[src/rtl/prim_byte_packer_pkg.sv]
// Shared types and sizing helpers for the byte packer and its compaction stage.
// Sizing helpers are functions so they can seed localparams in any parameterisation.
package prim_byte_packer_pkg;

    typedef enum logic [1:0] {
        StRun   = 2'd0,
        StDrain = 2'd1,
        StWait  = 2'd2
    } state_e;

    localparam int unsigned MaxBytes = 64;

    function automatic int unsigned in_bytes(input int unsigned in_w);
        return in_w / 8;
    endfunction

    function automatic int unsigned out_bytes(input int unsigned out_w);
        return out_w / 8;
    endfunction

    // Worst case: OutB-1 leftover bytes plus one full input beat.
    function automatic int unsigned buf_bytes(input int unsigned in_w, input int unsigned out_w);
        return in_w / 8 + out_w / 8 - 1;
    endfunction

    function automatic int unsigned ptr_width(input int unsigned in_w, input int unsigned out_w);
        return $clog2(buf_bytes(in_w, out_w) + 1);
    endfunction

    function automatic int unsigned popcount(input logic [MaxBytes-1:0] v);
        int unsigned c;
        c = 0;
        for (int i = 0; i < MaxBytes; i++) begin
            c += 32'(v[i]);
        end
        return c;
    endfunction

endpackage

[src/rtl/prim_byte_compact.sv]
// Combinational byte compactor: enabled bytes move to the bottom in ascending order.
// Zero latency, no state; bytes above the kept count are driven to zero.
module prim_byte_compact
    import prim_byte_packer_pkg::*;
#(
    parameter int InW  = 32,
    parameter int CntW = $clog2(InW / 8 + 1)
) (
    input  logic [InW-1:0]   data,
    input  logic [InW/8-1:0] mask,
    output logic [InW-1:0]   comp_data,
    output logic [CntW-1:0]  cnt
);

    localparam int InB = InW / 8;

    int idx;

    always_comb begin
        comp_data = '0;
        idx       = 0;
        for (int k = 0; k < InB; k++) begin
            if (mask[k]) begin
                comp_data[8*idx +: 8] = data[8*k +: 8];
                idx++;
            end
        end
    end

    assign cnt = CntW'(popcount(MaxBytes'(mask)));

endmodule

[src/rtl/prim_byte_packer.sv]
// Byte packer: compacts masked input beats into full output words, with flush/drain.
// Accepted beat reaches valid_o two cycles later; ready_o drops when the buffer cannot absorb a beat.
module prim_byte_packer
    import prim_byte_packer_pkg::*;
#(
    parameter int InW  = 32,
    parameter int OutW = 32
) (
    input  logic              clk_i,
    input  logic              rst_ni,
    input  logic              valid_i,
    input  logic [InW-1:0]    data_i,
    input  logic [InW/8-1:0]  mask_i,
    output logic              ready_o,
    output logic              valid_o,
    output logic [OutW-1:0]   data_o,
    output logic [OutW/8-1:0] mask_o,
    input  logic              ready_i,
    input  logic              flush_i,
    output logic              flush_done_o
);

    localparam int InB  = in_bytes(InW);
    localparam int OutB = out_bytes(OutW);
    localparam int BufB = buf_bytes(InW, OutW);
    localparam int PtrW = ptr_width(InW, OutW);
    localparam int BufW = BufB * 8;
    localparam int CntW = $clog2(InB + 1);
    localparam logic [PtrW-1:0] OutBP = PtrW'(OutB);

    state_e          state;
    logic [BufW-1:0] buf_q;
    logic [BufW-1:0] buf_d;
    logic [PtrW-1:0] pos_q;
    logic [PtrW-1:0] pos_eff;
    logic [PtrW-1:0] pos_d;
    logic [InW-1:0]  comp_data;
    logic [CntW-1:0] comp_cnt;
    logic            out_free;
    logic            full_move;
    logic            part_move;
    logic            accept;
    logic [OutB-1:0] part_mask;
    logic [OutW-1:0] part_data;

    prim_byte_compact #(
        .InW  (InW),
        .CntW (CntW)
    ) u_compact (
        .data      (data_i),
        .mask      (mask_i),
        .comp_data (comp_data),
        .cnt       (comp_cnt)
    );

    assign out_free  = !valid_o || ready_i;
    assign full_move = out_free && (pos_q >= OutBP);
    assign part_move = out_free && (state == StDrain) && (pos_q != '0) && (pos_q < OutBP);

    always_comb begin
        pos_eff = pos_q;
        if (full_move) begin
            pos_eff = pos_q - OutBP;
        end else if (part_move) begin
            pos_eff = '0;
        end
    end

    // Depends on ready_i through out_free, never on the input beat itself.
    assign ready_o      = (state == StRun) && (pos_eff < OutBP);
    assign accept       = valid_i && ready_o;
    assign flush_done_o = (state == StWait) && out_free;

    // Bytes at and above pos are always zero, so a new beat can be OR-ed in.
    always_comb begin
        buf_d = buf_q;
        if (full_move) begin
            buf_d = buf_q >> OutW;
        end else if (part_move) begin
            buf_d = '0;
        end
        if (accept) begin
            buf_d = buf_d | (BufW'(comp_data) << {pos_eff, 3'b000});
        end
    end

    assign pos_d = accept ? (pos_eff + PtrW'(comp_cnt)) : pos_eff;

    always_comb begin
        part_mask = '0;
        part_data = '0;
        for (int b = 0; b < OutB; b++) begin
            part_mask[b] = (PtrW'(b) < pos_q);
            if (part_mask[b]) begin
                part_data[8*b +: 8] = buf_q[8*b +: 8];
            end
        end
    end

    always_ff @(posedge clk_i or negedge rst_ni) begin
        if (!rst_ni) begin
            buf_q <= '0;
            pos_q <= '0;
        end else begin
            buf_q <= buf_d;
            pos_q <= pos_d;
        end
    end

    always_ff @(posedge clk_i or negedge rst_ni) begin
        if (!rst_ni) begin
            valid_o <= 1'b0;
            data_o  <= '0;
            mask_o  <= '0;
        end else if (full_move) begin
            valid_o <= 1'b1;
            data_o  <= buf_q[OutW-1:0];
            mask_o  <= '1;
        end else if (part_move) begin
            valid_o <= 1'b1;
            data_o  <= part_data;
            mask_o  <= part_mask;
        end else if (valid_o && ready_i) begin
            valid_o <= 1'b0;
        end
    end

    // A beat accepted alongside flush_i is already counted in pos_d.
    always_ff @(posedge clk_i or negedge rst_ni) begin
        if (!rst_ni) begin
            state <= StRun;
        end else begin
            case (state)
                StRun:   if (flush_i) state <= StDrain;
                StDrain: if (pos_d == '0) state <= StWait;
                StWait:  if (out_free) state <= StRun;
                default: state <= StRun;
            endcase
        end
    end

endmodule

[config.mk]
export PLATFORM = sky130hd
export DESIGN_NAME = prim_byte_packer
export DESIGN_NICKNAME = d
export VERILOG_FILES = /design/src/rtl/prim_byte_packer_pkg.sv /design/src/rtl/prim_byte_compact.sv /design/src/rtl/prim_byte_packer.sv
export SDC_FILE = /design/constraint.sdc
export NUM_CORES = 1
export LEC_CHECK = 0
export BUFFER_PORTS_ARGS = -buffer_cell sky130_fd_sc_hd__buf_2
export CORE_MARGIN = 3
export CORE_UTILIZATION = 40
export DETAILED_ROUTE_END_ITERATION = 8
export PLACE_DENSITY = 0.63
export SYNTH_ARGS = -nofsm -noshare
export SYNTH_HDL_FRONTEND = slang
export SYNTH_SLANG_ARGS = --single-unit
[constraint.sdc]
create_clock -name clk_i -period 3.8 [get_ports clk_i]
set_input_delay 0.19 -clock clk_i [delete_from_list [all_inputs] [get_ports clk_i]]
set_output_delay 0.19 -clock clk_i [all_outputs]
set_load 0.02 [all_outputs]
==> run metrics <==
worst endpoint required time=4080 ps; CTS H-tree lvls=3; Setup Buffers After CTS=0; Area Growth Syn to Fin=16.8%; DRT Pass-1 Iters=6; clock skew=7.69 ps; Hold Fails Final Rpt=0; Starting Density=42.0%; commonest non-fill, non-tap cell in the layout=dfrtp_1; Die Ht=120 µm; Final #Nets=625; antenna violations before repair=0; final setup margin=619 ps; Crit. End Element=register; Slowest cell on crit path=dfrtp_1; startpoint types=register; Yosys warning total=0; drc violations=0; peak supply drop=0.351 mV; Reg clk slew, reported paths=70 ps; Resize count post-CTS=0; status=finished clean; power density cells=634 nW/µm²; vias per inst=5.95; biggest cell delay along the critical path=490 ps; via count=4431; grt total ovfl=0; layout cell share with drive strength beyond 1=24.1%; number of clock sinks=98; DP Worst Slack=510 ps; final WL=15700 µm; Std-Cell Rows=40; DP HPWL=11300 µm; synthesized area per cell=10.3 µm²; Setup TNS=0 ps; Largest delay share family, worst path=simple AND/OR/NAND/NOR gates; cell chain of the critical path=inv_1, nor2_1, inv_1, ha_1, nor4b_4, o311ai_2, or2_4, nor3_4, a22o_1; vias in the first global route=4332; fin crit share=83.7%; CTS Buffer Depth=2; flops & latches, synth=98; first-pass GRT wire length=24900 µm; most frequent cells in the layout=dfrtp_1 (98), buf_2 (78), nand2_1 (56), o21ai_0 (42), a22o_1 (29); Synth Flop Type=dfrtp_1; WP data arrival=3470 ps; Least-Margin Pin Slew=1060 ps; IO Pins=80; Slew HR=29.7%; Routed Antenna Nets=0; Period minus WS final=3180 ps; Post-Synthesis Cells=501; crit-path max FO=11; Max Fclk=314 MHz; Mapped Area=5170 µm²; count of cell types in the netlist=64; Die X=120 µm; Die ar.=14300 µm²; syn nets=553; TritonCTS buffer count=9; pin count of the biggest net entering global routing=84; P_leak=2.88 nW; Bufs and invs on worst path=2; Synth async-reset ratio=100%; post-synthesis sequential area ratio=47.4%; RePlAce Congestion=0.954; IO Port Bufs=79; worst setup path class=register to register; RSZ-0062 raised after global routing=false; worst-skew pair later-pin latency=350 ps; initial DRC count=412; GRT Util Overall=22.3%; CTS hold repair buffers=0; Hold WC Path Type=primary input to async pin; TritonCTS clock tree=built; Post-synth EDFFs=0; most frequent cell on the critical path=inv_1; final setup vio count=0; CTS root buf=clkbuf_16; fin. max-slew vios=0; Antenna diodes=0; WL/cell=21.0 µm; Core ar.=12300 µm²; total of max-cap violations=0
per-stage QoR:
| stage | power (mW) | hold WS (ps) | std cells | util (%) | cell area [µm²] |
|---|---|---|---|---|---|
| after floorplan | 2.47 | -106 | 501 | - | 5170 |
| after global placement | 2.98 | 438 | 730 | 46.9 | 5780 |
| after detailed placement | 3.00 | 456 | 730 | 46.9 | 5780 |
| after CTS | 3.84 | 74.2 | 745 | 49.0 | 6040 |
| after global routing | 4.06 | 119 | 745 | 49.0 | 6040 |
| final | 3.83 | 26.6 | 745 | 49.0 | 6040 |
per-layer routing:
layer	GRT usage [%]	up-vias	wire length, µm
li1	-	2040	-
met1	32.5	2186	7400
met2	33.7	191	6970
met3	4.67	14	1050
met4	5.94	0	251
met5	0	-	0
final timing paths:
check                          start   endpoint  slack [ps]  cells after the start
setup / recovery            pos_q[2]  buf_q[53]         620                      9
hold / removal                rst_ni  data_o[3]          30                      1
setup reg to reg            pos_q[2]  buf_q[53]         620                      9
hold reg to reg            mask_o[0]  mask_o[0]         470                      1
max in group asynchronous     rst_ni  buf_q[54]        2940                      2
min in group clk_i           flush_i   state[0]         120                      3
logic make-up after synthesis:
family | synth area share, %
flops | 47.4
xor+xnor | 0.169
simple gates | 13.9
fa+ha+maj | 3.10
compound gates | 24.5
mux | 6.34
buf+inv | 4.53
flip-flops by register name (all words and copies together) (netlist names):
name,count
valid_o,1
state,2
mask_o,4
buf_q,56
data_o,32
pos_q,3
cell type report:
cell class / instances / area, µm²
Fill cell: 1184 / 6270
Multi-Input combinational cell: 346 / 2490
Sequential cell: 98 / 2450
Timing Repair Buffer: 99 / 548
Clock buffer: 11 / 233
Tap cell: 168 / 210
Inverter: 19 / 73.8
Clock inverter: 4 / 28.8
power breakdown:
part	internal (mW)	total, mW	switching [mW]
Sequential	1.28	1.46	0.181
Clock	0.442	0.841	0.399
Combinational	0.514	1.53	1.01
Total	2.24	3.83	1.59
synthesized netlist by cell type (all sizes together) (2+ instances only):
| library cell | number | area (µm²) |
|---|---|---|
| mux2i | 17 | 170 |
| clkbuf | 21 | 78.8 |
| dfrtp | 98 | 2450 |
| nand2 | 57 | 214 |
| nand3 | 14 | 70.1 |
| and3 | 7 | 43.8 |
| a22oi | 24 | 180 |
| a32oi | 3 | 26.3 |
| a31o | 2 | 17.5 |
| nor2b | 3 | 18.8 |
| inv | 19 | 73.8 |
| a21o | 11 | 82.6 |
| a21oi | 10 | 50.1 |
| o211ai | 5 | 37.5 |
| nand2b | 4 | 25.0 |
| a22o | 29 | 254 |
| and4b | 2 | 20.0 |
| nor3 | 12 | 76.3 |
| nand4b | 2 | 23.8 |
| a31oi | 7 | 43.8 |
| nand3b | 8 | 60.1 |
| mux2 | 14 | 158 |
| buf | 17 | 81.3 |
| o21ai | 44 | 220 |
| o311ai | 3 | 33.8 |
| fa | 3 | 60.1 |
| a32o | 6 | 60.1 |
| a222oi | 17 | 170 |
| or2 | 5 | 33.8 |
| nor2 | 10 | 40.0 |
| and2 | 2 | 12.5 |
| ha | 8 | 100 |
Note: power is estimated with default switching activity, not from simulation.
